--- src/rtl/multicycle_control.sv ---
// multicycle_control -- Moore control FSM for a 16-bit multicycle CPU.
//
// Ports
//   clock      in   single clock, rising-edge
//   reset      in   synchronous, active-high
//   instr      in   [15:0] instruction register; opcode = [15:12], funct = [2:0]
//   mem_ready  in   memory handshake; the current access completes when high
//   Zero       in   ALU zero flag, qualifies pc_write in BRANCH
//   IRWrite, MemRead, MemWrite, IorD, RegWrite, RegDst, MemtoReg, ALUSrcA
//              out  datapath enables / mux selects
//   ALUSrcB    out  [1:0] 0=regB, 1=const 1, 2=sext(instr[5:0])
//   PCSource   out  [1:0] 0=ALU result, 1=ALUOut reg, 2=jump target
//   ALUControl out  [2:0] ALU operation code
//   pc_write   out  PC load enable
//   state      out  [3:0] current state encoding
//   halted     out  high while parked in HALT
module multicycle_control (
  input  logic        clock,
  input  logic        reset,
  input  logic [15:0] instr,
  input  logic        mem_ready,
  input  logic        Zero,
  output logic        IRWrite,
  output logic        MemRead,
  output logic        MemWrite,
  output logic        IorD,
  output logic        RegWrite,
  output logic        RegDst,
  output logic        MemtoReg,
  output logic        ALUSrcA,
  output logic [1:0]  ALUSrcB,
  output logic [1:0]  PCSource,
  output logic [2:0]  ALUControl,
  output logic        pc_write,
  output logic [3:0]  state,
  output logic        halted
);

  localparam logic [3:0] S_FETCH     = 4'd0;
  localparam logic [3:0] S_DECODE    = 4'd1;
  localparam logic [3:0] S_MEM_ADDR  = 4'd2;
  localparam logic [3:0] S_MEM_READ  = 4'd3;
  localparam logic [3:0] S_MEM_WB    = 4'd4;
  localparam logic [3:0] S_MEM_WRITE = 4'd5;
  localparam logic [3:0] S_EXECUTE   = 4'd6;
  localparam logic [3:0] S_ALU_WB    = 4'd7;
  localparam logic [3:0] S_BRANCH    = 4'd8;
  localparam logic [3:0] S_JUMP      = 4'd9;
  localparam logic [3:0] S_HALT      = 4'd10;

  localparam logic [3:0] OP_RTYPE = 4'b0000;
  localparam logic [3:0] OP_ADDI  = 4'b0001;
  localparam logic [3:0] OP_LW    = 4'b0010;
  localparam logic [3:0] OP_SW    = 4'b0011;
  localparam logic [3:0] OP_BNQ   = 4'b0100;
  localparam logic [3:0] OP_J     = 4'b0101;
  localparam logic [3:0] OP_HLT   = 4'b1111;

  localparam logic [2:0] ALU_AND = 3'b000;
  localparam logic [2:0] ALU_ADD = 3'b010;
  localparam logic [2:0] ALU_BNQ = 3'b011;

  logic [3:0] r_state;
  logic [3:0] w_next;
  logic [3:0] w_op;
  logic [2:0] w_funct;
  logic       w_is_rtype;
  logic       w_funct_ok;
  logic       w_unused;

  assign w_op       = instr[15:12];
  assign w_funct    = instr[2:0];
  assign w_is_rtype = (w_op == OP_RTYPE);
  // 100 and 101 have no ALU meaning; such an R-type becomes a harmless no-op.
  assign w_funct_ok = (w_funct != 3'b100) && (w_funct != 3'b101);
  assign w_unused   = ^instr[11:3];

  assign state  = r_state;
  assign halted = (r_state == S_HALT);

  // Next-state logic
  always_comb begin
    w_next = S_FETCH;
    case (r_state)
      S_FETCH:     w_next = mem_ready ? S_DECODE : S_FETCH;
      S_DECODE: begin
        case (w_op)
          OP_RTYPE, OP_ADDI: w_next = S_EXECUTE;
          OP_LW, OP_SW:      w_next = S_MEM_ADDR;
          OP_BNQ:            w_next = S_BRANCH;
          OP_J:              w_next = S_JUMP;
          OP_HLT:            w_next = S_HALT;
          default:           w_next = S_FETCH;   // unknown opcode = NOP
        endcase
      end
      S_MEM_ADDR: begin
        if (w_op == OP_LW)      w_next = S_MEM_READ;
        else if (w_op == OP_SW) w_next = S_MEM_WRITE;
        else                    w_next = S_FETCH;
      end
      S_MEM_READ:  w_next = mem_ready ? S_MEM_WB : S_MEM_READ;
      S_MEM_WB:    w_next = S_FETCH;
      S_MEM_WRITE: w_next = mem_ready ? S_FETCH : S_MEM_WRITE;
      S_EXECUTE:   w_next = S_ALU_WB;
      S_ALU_WB:    w_next = S_FETCH;
      S_BRANCH:    w_next = S_FETCH;
      S_JUMP:      w_next = S_FETCH;
      S_HALT:      w_next = S_HALT;
      default:     w_next = S_FETCH;               // codes 11-15 recover
    endcase
  end

  always_ff @(posedge clock) begin
    if (reset) r_state <= S_FETCH;
    else       r_state <= w_next;
  end

  // Output decode. IRWrite and pc_write in FETCH are qualified by mem_ready so
  // the IR loads and the PC advances exactly once per completed fetch.
  always_comb begin
    IRWrite    = 1'b0;
    MemRead    = 1'b0;
    MemWrite   = 1'b0;
    IorD       = 1'b0;
    RegWrite   = 1'b0;
    RegDst     = 1'b0;
    MemtoReg   = 1'b0;
    ALUSrcA    = 1'b0;
    ALUSrcB    = 2'd0;
    PCSource   = 2'd0;
    ALUControl = ALU_AND;
    pc_write   = 1'b0;
    case (r_state)
      S_FETCH: begin
        MemRead    = 1'b1;
        IRWrite    = mem_ready;
        ALUSrcB    = 2'd1;
        ALUControl = ALU_ADD;
        pc_write   = mem_ready;
      end
      S_DECODE: begin
        // Precompute PC + offset for a possible branch.
        ALUSrcB    = 2'd2;
        ALUControl = ALU_ADD;
      end
      S_MEM_ADDR: begin
        ALUSrcA    = 1'b1;
        ALUSrcB    = 2'd2;
        ALUControl = ALU_ADD;
      end
      S_MEM_READ: begin
        MemRead = 1'b1;
        IorD    = 1'b1;
      end
      S_MEM_WB: begin
        RegWrite = 1'b1;
        MemtoReg = 1'b1;
      end
      S_MEM_WRITE: begin
        MemWrite = 1'b1;
        IorD     = 1'b1;
      end
      S_EXECUTE: begin
        ALUSrcA = 1'b1;
        if (w_is_rtype) begin
          ALUSrcB    = 2'd0;
          ALUControl = w_funct_ok ? w_funct : ALU_AND;
        end else if (w_op == OP_ADDI) begin
          ALUSrcB    = 2'd2;
          ALUControl = ALU_ADD;
        end
      end
      S_ALU_WB: begin
        RegWrite = !(w_is_rtype && !w_funct_ok);
        RegDst   = w_is_rtype;
      end
      S_BRANCH: begin
        ALUSrcA    = 1'b1;
        ALUControl = ALU_BNQ;
        PCSource   = 2'd1;
        pc_write   = Zero;
      end
      S_JUMP: begin
        PCSource = 2'd2;
        pc_write = 1'b1;
      end
      default: ;                                   // HALT and illegal codes: all quiet
    endcase
  end

endmodule

--- config.mk ---
export PLATFORM = sky130hd
export DESIGN_NAME = multicycle_control
export DESIGN_NICKNAME = d
export VERILOG_FILES = /design/src/rtl/multicycle_control.sv
export SDC_FILE = /design/constraint.sdc
export NUM_CORES = 1
export LEC_CHECK = 0
export CAP_MARGIN = 10
export CELL_PAD_IN_SITES_DETAIL_PLACEMENT = 0
export CELL_PAD_IN_SITES_GLOBAL_PLACEMENT = 1
export CORE_UTILIZATION = 22
export DETAILED_ROUTE_END_ITERATION = 16
export PLACE_DENSITY = 0.94
export SLEW_MARGIN = 5
export SYNTH_ARGS = -nofsm -noshare
export SYNTH_HDL_FRONTEND = slang
export SYNTH_SLANG_ARGS = --single-unit
--- constraint.sdc ---
create_clock -name clock -period 1.8 [get_ports clock]
set_clock_uncertainty 0.05 [all_clocks]
set_input_delay 0.18 -clock clock [delete_from_list [all_inputs] [get_ports clock]]
set_output_delay 0.18 -clock clock [all_outputs]
set_load 0.1 [all_outputs]
==> results of run 1 <==
## cell type report
cell class / instances / area (µm²) / area share [%]
Clock buffer: 3 / 22.5 / 1.59
Timing Repair Buffer: 43 / 594 / 42.0
Multi-Input combinational cell: 73 / 659 / 46.6
Tap cell: 28 / 35.0 / 2.47
Sequential cell: 4 / 95.1 / 6.71
Inverter: 2 / 10.0 / 0.707
## synth_stat cells (all sizes together), types with 2 or more instances
library cell | number | area, µm²
nor2 | 16 | 60.1
a21oi | 7 | 35.0
nand2 | 6 | 22.5
nand2b | 6 | 37.5
nor3 | 6 | 41.3
o21ai | 5 | 25.0
a31oi | 4 | 25.0
buf | 4 | 20.0
dfxtp | 4 | 80.1
nand3 | 4 | 20.0
and3 | 3 | 18.8
inv | 2 | 7.51
o21bai | 2 | 15.0
## routing by layer
layer	vias to the layer above	GRT usage (%)	part of all wire, %	wire length, µm
li1	391	-	-	-
met1	373	19.9	40	862
met4	0	5.56	1.1	24
met2	17	36.4	56	1210
met5	-	0	0	0
met3	4	2.68	2.8	60
## kinds of logic (layout without fill, tap and decap cells)
family,count (synthesis),count (layout),synth area share (%)
AOI/OAI and AO/OA,21,21,23.6
xor gates and xnor gates,1,1,1.66
buffers and inverters,7,48,5.91
DFF,4,4,15.1
muxes,2,2,4.02
and+or+nand+nor,49,49,49.7
## repair_timing
action | in CTS | in global routing
setup endpoints to repair | 7 | 4
pin swaps | 3 | 3
buffers inserted | 1 | 3
resized for setup | 11 | 5
## stage by stage
step                TNS [ps]  power [mW]  cells  util, %
floorplan               -920       0.339     84        -
global route               0       0.606    153     63.4
global placement        -825       0.461    146     61.3
finish                     0       0.587    153     63.4
CTS                        0       0.584    150     63.0
detailed placement      -926       0.468    146     61.3
## how the worst max path moves through the flow
stage | startpoint | to | slack, ps
global route | state[3] | ALUControl[2] | 20
floorplan | state[3] | pc_write | -180
CTS | instr[13] | ALUControl[2] | 2
detailed placement | instr[14] | ALUControl[1] | -190
finish | state[0] | pc_write | 70
global placement | instr[14] | ALUControl[1] | -180
## power by group through the flow
stage	Sequential (mW)	Combinational [mW]	Clock [mW]
final	0.101	0.372	0.114
after global routing	0.102	0.386	0.118
after CTS	0.106	0.361	0.117
after detailed placement	0.107	0.362	0
after global placement	0.107	0.354	0
after floorplan	0.119	0.220	0
## placed cells by master (no fill, tap or decap), types with 2 or more instances in the layout
cell type	count
clkbuf_2	2
clkbuf_4	3
nor3_1	2
a21oi_1	5
nor2_1	8
nor2_4	7
nand2_1	3
a21oi_4	2
nand3_1	3
nand2b_4	3
nor3_4	4
a31oi_1	4
o21ai_0	5
clkdlybuf4s50_1	5
buf_4	12
nand2b_1	3
nand2_4	2
dfxtp_4	4
buf_12	21
## critical path, cell delays in order, from the launching register on
cell and delay [ps]:
dfxtp_4 390, or3b_2 490, a21boi_4 190, buf_12 190
==> run summary, run 1 <==
status - finished clean
synth warn - 0
register area share after synthesis - 15.1%
FP Rows - 17
Switching Fraction - 47.7%
worst r2r path cells - 5
Ports - 41
post-DR vias/cell - 5.13
EDFF count, synth - 0
initial antenna violation count - 0
Pleak - 0.558 nW
Fill cells - 177
GP Congestion - 0.873
Reg clk slew, reported paths - 40 ps
die width - 51.1 µm
Cell Int Power - 0.307 mW
worst setup margin - 72.1 ps
Max Cap Viol - 0
layout cells sized above 1 - 61.6%
P&R area growth vs syn - 168%
# clock sinks - 4
DRT Pass-1 Iters - 4
crit-path max FO - 10
asr flop ratio synth - 0%
Max IR drop VDD - 0.000289 V
Setup WS pre-CTS - -195 ps
NetSw - 0.280 mW
height of the die - 51.1 µm
Cell Area, Placed - 1370 µm²
Hold Vio Cnt, Final - 0
period utilization - 96.0%
core footprint - 2230 µm²
R2R Path Start - state[3]
Min-Delay Path Depth - 4
pin count of the biggest net entering global routing - 16
Logic pwr share - 63.3%
post-synthesis net count - 104
setup violators final - 0
Critical Path RT - 1570 ps
Max Slew Vio Count - 0
fin nets - 147
global-route usage over all layers - 18.5%
later-pin clock latency in the skew report - 240 ps
final hold slack - 331 ps
ANT cells - 0
Post-synth top flop - dfxtp_1
maximum clock path buffer count - 2
Residual DRC - 0
clock power share - 19.5%
Mapped Cells - 84
wire per inst - 14.1 µm
Post-Route WL - 2.15 mm
RSZ-0062 raised after global routing - no
startpoint type of the worst setup path - register
DP HPWL - 1.73 mm
H-tree Lvls - 1
GR Overflow Total - 0
first-pass GRT wire length - 3.57 mm
cell area after layout - 1420 µm²
min-delay src - instr[12]
#FFs+latches synth - 4
fmax - 579 MHz
Worst Hold Endpoint - state[2]
Flop pwr share - 17.2%
Initial Utilization - 23.7%
die area - 2610 µm²
critical path type - reg -> out
port buffer count - 31
antenna viol nets, final - 0
arrival time at the worst endpoint - 1500 ps
cts bufs inserted - 3
1st-iter DRT viols - 11
Slew @ Worst Pin - 350 ps
flop2flop setup slack - 350 ps
power density over the cells - 414 nW/µm²
FF-to-FF End - state[0]
CP endpoint kind - primary output
Period minus WS final - 1730 ps
Largest register FFs - 4
Hold Crit Class - in -> reg
Slew headroom - 76.5%
CTS Hold Bufs - 0
Yosys cell types - 29
vias after detailed routing - 785
Clock Tree Root - clkbuf_4
Post-Syn Area per Cell - 6.30 µm²
Netlist Area Pre-Place - 529 µm²
vias in the first global route - 781
TritonCTS clock tree - yes
(Power assumes the default switching activity.)
==> inputs of run 2 (changes only) <==
--- a/config.mk
+++ b/config.mk
@@ -6,9 +6,8 @@
 export NUM_CORES = 1
 export LEC_CHECK = 0
 export CAP_MARGIN = 10
-export CELL_PAD_IN_SITES_DETAIL_PLACEMENT = 0
-export CELL_PAD_IN_SITES_GLOBAL_PLACEMENT = 1
-export CORE_UTILIZATION = 22
+export CORE_MARGIN = 2
+export CORE_UTILIZATION = 35
 export DETAILED_ROUTE_END_ITERATION = 16
 export PLACE_DENSITY = 0.94
 export SLEW_MARGIN = 5
==> run summary, run 2 <==
status - aborted with a tool error
Failed at - global routing
stop err - [ERROR DPL-0033] detailed placement checks failed during check placement.
Clock Tree Root - clkbuf_4
initial antenna violation count - 0
Mapped Cells - 84
GR repair worst EP - ALUControl[1]
Netlist Area Pre-Place - 529 µm²
most frequent cells after synthesis - 16 x nor2_1, 7 x a21oi_1, 6 x nand2_1, 6 x nand2b_1
Cell Area, Placed - 1360 µm²
register area share after synthesis - 15.1%
post-synthesis net count - 104
Post-synth top flop - dfxtp_1
asr flop ratio synth - 0%
Setup WS pre-CTS - -242 ps
GP Congestion - 0.925
Area contributors post-synth - dfxtp_1 15%, nor2_1 11%, nand2b_1 7.1%
most common cell in the netlist - nor2_1
cts bufs inserted - 3
Yosys cell types - 29
height of the die - 42.9 µm
# clock sinks - 4
Ports - 41
DP HPWL - 2.14 mm
die width - 42.9 µm
Initial Utilization - 36.4%
Post-Syn Area per Cell - 6.30 µm²
worst ep type - primary output
share of the synthesized area in the top cell type - 15.1%
#FFs+latches synth - 4
cell accounting for the most synthesized area - dfxtp_1
H-tree Lvls - 1
maximum clock path buffer count - 2
synth warn - 0
EDFF count, synth - 0
pin count of the biggest net entering global routing - 16
port buffer count - 31
FP Rows - 14
Placed Cells incl. Taps - 134
-- run 2: what timing repair did --
action / CTS
pin swaps: 4
setup endpoints to repair: 8
resized for setup: 13
setup buffers: 1
cloned: 0
hold buffers: 0
-- run 2: cells by family after synthesis --
family	Yosys count	synth area share [%]
buf+inv	7	5.91
flops	4	15.1
mux	2	4.02
xor+xnor	1	1.66
compound gates	21	23.6
simple gates	49	49.7
-- run 2: metrics by stage --
step	hold slack, ps	util [%]
floorplan	286	-
global placement	576	93.2
CTS	366	95.2
detailed placement	599	93.2
==> inputs of run 3 (changes only) <==
--- a/config.mk
+++ b/config.mk
@@ -6,10 +6,10 @@
 export NUM_CORES = 1
 export LEC_CHECK = 0
 export CAP_MARGIN = 10
-export CORE_MARGIN = 2
-export CORE_UTILIZATION = 35
+export CORE_AREA = 2 2 63 65
 export DETAILED_ROUTE_END_ITERATION = 16
-export PLACE_DENSITY = 0.94
+export DIE_AREA = 0 0 65 67
+export PLACE_DENSITY_LB_ADDON = 0.15
 export SLEW_MARGIN = 5
 export SYNTH_ARGS = -nofsm -noshare
 export SYNTH_HDL_FRONTEND = slang
==> run summary, run 3 (same netlist as run 1, synthesis figures left out) <==
status - finished clean
Switching Fraction - 42.4%
Max IR drop VDD - 0.000139 V
H-tree Lvls - 1
fmax - 570 MHz
Period minus WS final - 1750 ps
final hold slack - 354 ps
Ports - 41
Hold Vio Cnt, Final - 0
period utilization - 97.5%
setup violators final - 0
ANT cells - 0
die width - 65 µm
Critical Path RT - 1570 ps
vias in the first global route - 733
Initial Utilization - 14.7%
Cell Int Power - 0.380 mW
initial antenna violation count - 0
Placed Cells incl. Taps - 167
DRT Pass-1 Iters - 4
port buffer count - 31
Clock Tree Root - clkbuf_8
# clock sinks - 4
cts bufs inserted - 3
pin count of the biggest net entering global routing - 16
Max Slew Vio Count - 0
startpoint type of the worst setup path - input port
power density over the cells - 448 nW/µm²
Logic pwr share - 57.0%
FP Rows - 22
Largest register FFs - 4
post-DR vias/cell - 4.33
Slew headroom - 74.7%
Residual DRC - 0
Slew @ Worst Pin - 377 ps
Pleak - 0.571 nW
NetSw - 0.280 mW
first-pass GRT wire length - 3.47 mm
die area - 4360 µm²
arrival time at the worst endpoint - 1520 ps
vias after detailed routing - 754
core footprint - 3610 µm²
GR Overflow Total - 0
Max Cap Viol - 0
critical path type - in -> out
P&R area growth vs syn - 178%
Hold Crit Class - in -> reg
DP HPWL - 1.73 mm
commonest non-fill, non-tap cell in the layout - buf_12
Min-Delay Path Depth - 4
1st-iter DRT viols - 20
CTS Hold Bufs - 0
Flop pwr share - 15.1%
crit-path max FO - 2
worst r2r path cells - 4
Reg clk slew, reported paths - 30 ps
Post-Route WL - 2.13 mm
flop2flop setup slack - 250 ps
CP endpoint kind - primary output
height of the die - 67 µm
global-route usage over all layers - 10.1%
antenna viol nets, final - 0
clock power share - 27.9%
RSZ-0062 raised after global routing - no
most frequent cells in the layout - 22 x buf_12, 12 x buf_4, 9 x nor2_1
non-filler cells, final - 174
fin nets - 148
maximum clock path buffer count - 2
GP Congestion - 0.867
TritonCTS clock tree - yes
layout cells sized above 1 - 61.1%
wire per inst - 12.3 µm
later-pin clock latency in the skew report - 210 ps
==> run 3: worst max-delay path, stage by stage <==
cell and delay [ps]:
clkdlybuf4s50_1 480, or3b_2 480, a21boi_4 190, buf_12 190
==> run 3: cell type report <==
class,count,area (µm²)
multi-input combinational,73,652
fill,348,2130
tap,48,60.1
clock buffer,3,41.3
sequential,4,95.1
inverter,2,10.0
timing repair buffer,44,616
==> run 3: layer usage <==
metal  GRT usage [%]  up-vias  part of all wire (%)
li1                -      385                     -
met1            13.1      348                    44
met2            17.8       19                    51
met3            1.18        2                   3.9
met4            2.39        0                  0.66
met5               0        -                     0
==> run 3: timing repair <==
action | 4_1_cts | 5_1_grt
setup buffers | 1 | 3
cloned | 0 | 0
endpoints found under the setup margin | 5 | 3
pin swaps | 3 | 3
gates resized for setup | 10 | 3
==> run 3: metrics by stage <==
step	utilization (%)	power (mW)	setup WS [ps]	TNS [ps]	instance area, µm²
after global placement	38.9	0.466	-179	-766	1400
after global routing	40.9	0.686	0.354	0	1470
after detailed placement	38.9	0.469	-186	-786	1400
after floorplan	-	0.339	-175	-920	822
final	40.9	0.660	45.6	0	1470
after CTS	40.1	0.657	16.8	0	1450
==> run 3: final timing paths <==
| kind | from | end |
|---|---|---|
| setup / recovery | mem_ready | pc_write |
| hold / removal | instr[12] | state[2] |
| setup reg to reg | state[1] | state[1] |
| hold reg to reg | state[1] | state[1] |
==> run 3: power by group through the flow <==
stage          clock network, mW  registers [mW]  logic [mW]
2_1_floorplan                  0           0.119       0.220
3_3_place_gp                   0           0.108       0.358
3_5_place_dp                   0           0.108       0.361
4_1_cts                    0.190           0.107       0.359
5_1_grt                    0.194           0.100       0.391
6_report                   0.184          0.0994       0.376
==> inputs of run 4 (changes only) <==
==> constraint.sdc (replaced) <==
create_clock -name clock -period 2.2 [get_ports clock]
set_clock_uncertainty 0.05 [all_clocks]
set_input_delay 0.22 -clock clock [delete_from_list [all_inputs] [get_ports clock]]
set_output_delay 0.22 -clock clock [all_outputs]
set_load 0.1 [all_outputs]
==> run summary, run 4 (same netlist as run 1, synthesis figures left out) <==
fmax - 475 MHz
1st-iter DRT viols - 21
Max IR drop VDD - 0.000166 V
later-pin clock latency in the skew report - 210 ps
Initial Utilization - 14.7%
pin count of the biggest net entering global routing - 16
Max Cap Viol - 0
layout cells sized above 1 - 45.0%
commonest non-fill, non-tap cell in the layout - buf_12
Residual DRC - 0
Multi-input gate area - 549 µm²
most frequent cells in the layout - 17 x buf_12, 10 x nor2_1, 10 x clkdlybuf4s50_1, 10 x buf_4
post-DR vias/cell - 4.33
Post-Route WL - 1.92 mm
initial antenna violation count - 0
crit-path cells - clkdlybuf4s50_1, or4_4, nor3_4, and3_2, buf_12
GR Util met1 - 11.3%
# clock sinks - 4
Hold Crit Class - reg -> reg
Min-Delay Path Depth - 2
status - finished clean
Critical Path RT - 1930 ps
GR Util met3 - 0.676%
cts bufs inserted - 3
GR Overflow Total - 0
RSZ-0062 raised after global routing - no
Ports - 41
M2 GR Usage - 17.8%
core footprint - 3610 µm²
Seq. cell area - 92.6 µm²
Fill cells - 379
Core Util, Final - 35.2%
CTS Hold Bufs - 0
die area - 4360 µm²
CP peak stage delay - 590 ps
first-pass GRT wire length - 3.24 mm
global-route usage over all layers - 9.16%
Slew @ Worst Pin - 388 ps
Slew headroom - 74.1%
Period minus WS final - 2110 ps
DP HPWL - 1.65 mm
vias after detailed routing - 728
GP Congestion - 0.769
period utilization - 95.7%
arrival time at the worst endpoint - 1840 ps
Post-CTS Setup Bufs - 0
critical path type - in -> out
crit-path max FO - 3
TritonCTS clock tree - yes
port buffer count - 31
Crit-path slowest cell - or4_4
worst r2r path cells - 5
die width - 65 µm
Hold Vio Cnt, Final - 0
wire per inst - 11.4 µm
fin nets - 141
DRT Pass-1 Iters - 4
power density over the cells - 402 nW/µm²
Max Slew Vio Count - 0
height of the die - 67 µm
H-tree Lvls - 1
startpoint type of the worst setup path - input port
CP endpoint kind - primary output
Clock Tree Root - clkbuf_8
vias in the first global route - 717
setup violators final - 0
P&R area growth vs syn - 140%
Largest register FFs - 4
gr busiest metal - met2
maximum clock path buffer count - 2
ANT cells - 0
FP Rows - 22
Reg clk slew, reported paths - 30 ps
antenna viol nets, final - 0
Pleak - 0.495 nW
Resized cells post-CTS - 0
Fin Setup TNS - 0 ps
==> run 4: cell types whose count changed in the layout (fill, tap and decap cells not counted), moves of 2 or more <==
cell,change
buf_12,-5
buf_4,-2
clkbuf_2,-2
clkdlybuf4s50_1,+4
nand2_1,+3
nand2_4,-2
nand2b_1,+3
nand2b_4,-2
nor2_2,+4
nor2_4,-5
==> run 4: metal layers <==
metal / routed length, µm / share of wire, % / vias to the layer above
met5: 0 / 0 / -
met4: 0 / 0 / 0
met3: 62 / 3.2 / 0
met1: 814 / 43 / 338
li1: - / - / 372
met2: 1040 / 54 / 18
==> run 4: final cells by class <==
type | instances | share of cell area [%]
timing repair buffer | 37 | 40.6
tap | 48 | 4.73
clock buffer | 4 | 3.55
sequential | 4 | 7.29
inverter | 2 | 0.591
multi-input combinational | 73 | 43.3
==> run 4: final timing paths <==
kind,from,end,slack [ps]
worst min register to register,state[0],state[2],550
worst max-delay path,instr[14],ALUControl[2],90
worst min-delay path,state[0],state[2],550
worst max register to register,state[3],state[0],630
==> run 4: metrics by stage <==
stage               instances  hold slack, ps  power, mW  worst slack (ps)  area [µm²]
CTS                       168             553      0.516              77.5        1270
finish                    168             552      0.510              94.5        1270
floorplan                  84             327      0.254              14.7         673
global route              168             592      0.535              5.59        1270
detailed placement        164             540      0.355              78.2        1220
global placement          164             553      0.354              72.4        1220
==> run 4: report_power, final <==
group | switching, mW | leakage (nW) | internal, mW | total (mW)
clock network | 0.0352 | 0.0228 | 0.123 | 0.159
registers | 0.0103 | 0.0352 | 0.0740 | 0.0843
logic | 0.168 | 0.437 | 0.0993 | 0.268
==> run 4: critical path: cells and delay by family <==
family        cells  cell delay, ps
simple gates      3            1020
buf+inv           2             590
==> variant (settings of run 3) <==
Reset style: asynchronous (`reset`), changed in one clocked block.
--- a/src/rtl/multicycle_control.sv
+++ b/src/rtl/multicycle_control.sv
@@ -110,7 +110,7 @@
     endcase
   end
 
-  always_ff @(posedge clock) begin
+  always_ff @(posedge clock or posedge reset) begin
     if (reset) r_state <= S_FETCH;
     else       r_state <= w_next;
   end
Formal check against the unedited RTL: differs if reset is asserted again (counterexample within 4 cycles, from zero or initial values and one cycle with reset high); with reset held inactive, the same outputs for 10 cycles.
==> variant against run 3 <==
The flow now finishes with violations (negative setup slack). Setup slack got worse by 0.14 ns. Hold slack worse by 0.26 ns. Die area is the same. Sequential cell count did not move. Cell area is 1.5% higher. Maximum frequency decreased by 7.2%. Routed wire length fell by 6.3%. Area after synthesis rose by 3.3%. Cell count decreased by 2.3%.
Power is left out: the tool's default activity adds up to more than one toggle a clock period on the data nets, which glitch-free logic cannot reach.
==> variant: results <==
{
  "dp_hpwl_um": 1630,
  "place_ws_ns": -0.320,
  "violations": "negative setup slack",
  "vias": 741,
  "hp-class": "primary input to async pin",
  "ys_top_cells_by_count": "nor2_1 (10), nand2b_1 (6)",
  "antennaDiodeCount": 0,
  "async_flop_share": 1.00,
  "seq_area_frac_synth": 0.183,
  "slowest_delay_ns": 0.56,
  "slew_headroom": 0.680,
  "crit_start": "instr[12]",
  "status": "finished with violations",
  "synth_nets": 96,
  "synth_area_leaders": "dfrtp_1 (18%), nand2b_1 (6.9%), nor2_1 (6.9%)",
  "drt_iter0_markers": 13,
  "clk_latency_ns": 0.22,
  "dr.pass1.iters": 4,
  "drive_gt1_frac": 0.631,
  "slowest_stage": "or4_4",
  "finalNetCount": 144,
  "grt_pass1_vias": 716,
  "worst_slack_ns": -0.0902,
  "clk_pin_slew_worst_paths_ns": 0.03,
  "synth.yosys.warnings": 0,
  "crit_fanout": 2,
  "ff2ff_setup_slack_ns": 0.21,
  "grt_pass1_wl_um": 3170,
  "reg2reg_from": "state[1]",
  "grt_max_degree": 15,
  "wl_per_cell_um": 11.8,
  "ys_types": 40,
  "nFillCells": 357,
  "gp_congestion": 0.800,
  "final-setup-viol-count": 2,
  "grt.total_usage": 0.0923,
  "arrival_ns": 1.66
}
## variant: changes by cell type in the layout (fill, tap and decap cells not counted), sizes merged, moves of 4 or more
cell   before  now
buf        35   42
a21oi       7    2
dfxtp       4    0
dfrtp       0    4
nor2       16   10
a31oi       4    0
## variant: metal layers
layer | vias to the layer above | part of all wire | global-route usage
met4 | 0 | 0.0080 | 0.0319
met2 | 17 | 0.52 | 0.164
met5 | - | 0 | 0
met3 | 2 | 0.039 | 0.0135
li1 | 370 | - | -
met1 | 352 | 0.43 | 0.113
## variant: layout make-up
type	instances	area share
multi-input combinational	62	0.396
sequential	4	0.0769
timing repair buffer	49	0.449
tap	48	0.0401
clock buffer	3	0.0276
inverter	4	0.0100
## variant: critical path, delay by kind of cell
kind / cells / cell delay, ns
simple gates: 2 / 1.09
buf+inv: 2 / 0.29
compound gates: 1 / 0.10
## variant: worst paths after layout
path,end,cells past startpoint
min reg2reg,state[0],2
min in group clock,state[3],3
max,ALUControl[1],5
max in group asynchronous,state[2],2
max reg2reg,state[0],4
min,state[3],2
## variant: logic make-up (layout without fill, tap and decap cells)
| logic type | Yosys count | after routing | synth area share |
|---|---|---|---|
| AO/OA/AOI/OAI | 20 | 20 | 0.279 |
| XOR/XNOR | 2 | 2 | 0.0320 |
| buffers and inverters | 10 | 56 | 0.0824 |
| flip-flops | 4 | 4 | 0.183 |
| multiplexers | 2 | 2 | 0.0366 |
| AND/OR/NAND/NOR | 38 | 38 | 0.387 |
## variant: through the flow
step                setup TNS (ns)  cells  cell area (sq um)   util  hold WS [ns]
global placement             -1.26    162               1360  0.376         0.323
floorplan                    -4.09     76                762      -        -0.104
global route                -0.272    170               1500  0.415         0.127
CTS                         -0.148    167               1430  0.395        0.0986
detailed placement           -1.30    162               1360  0.376         0.328
finish                     -0.0980    170               1500  0.415        0.0951
## variant: what timing repair did
| item | 4_1_cts | 5_1_grt |
|---|---|---|
| resized for setup | 19 | 10 |
| endpoints found under the setup margin | 10 | 8 |
| setup buffers | 2 | 3 |
| hold buffers | 0 | 0 |
| pin swaps | 3 | 8 |
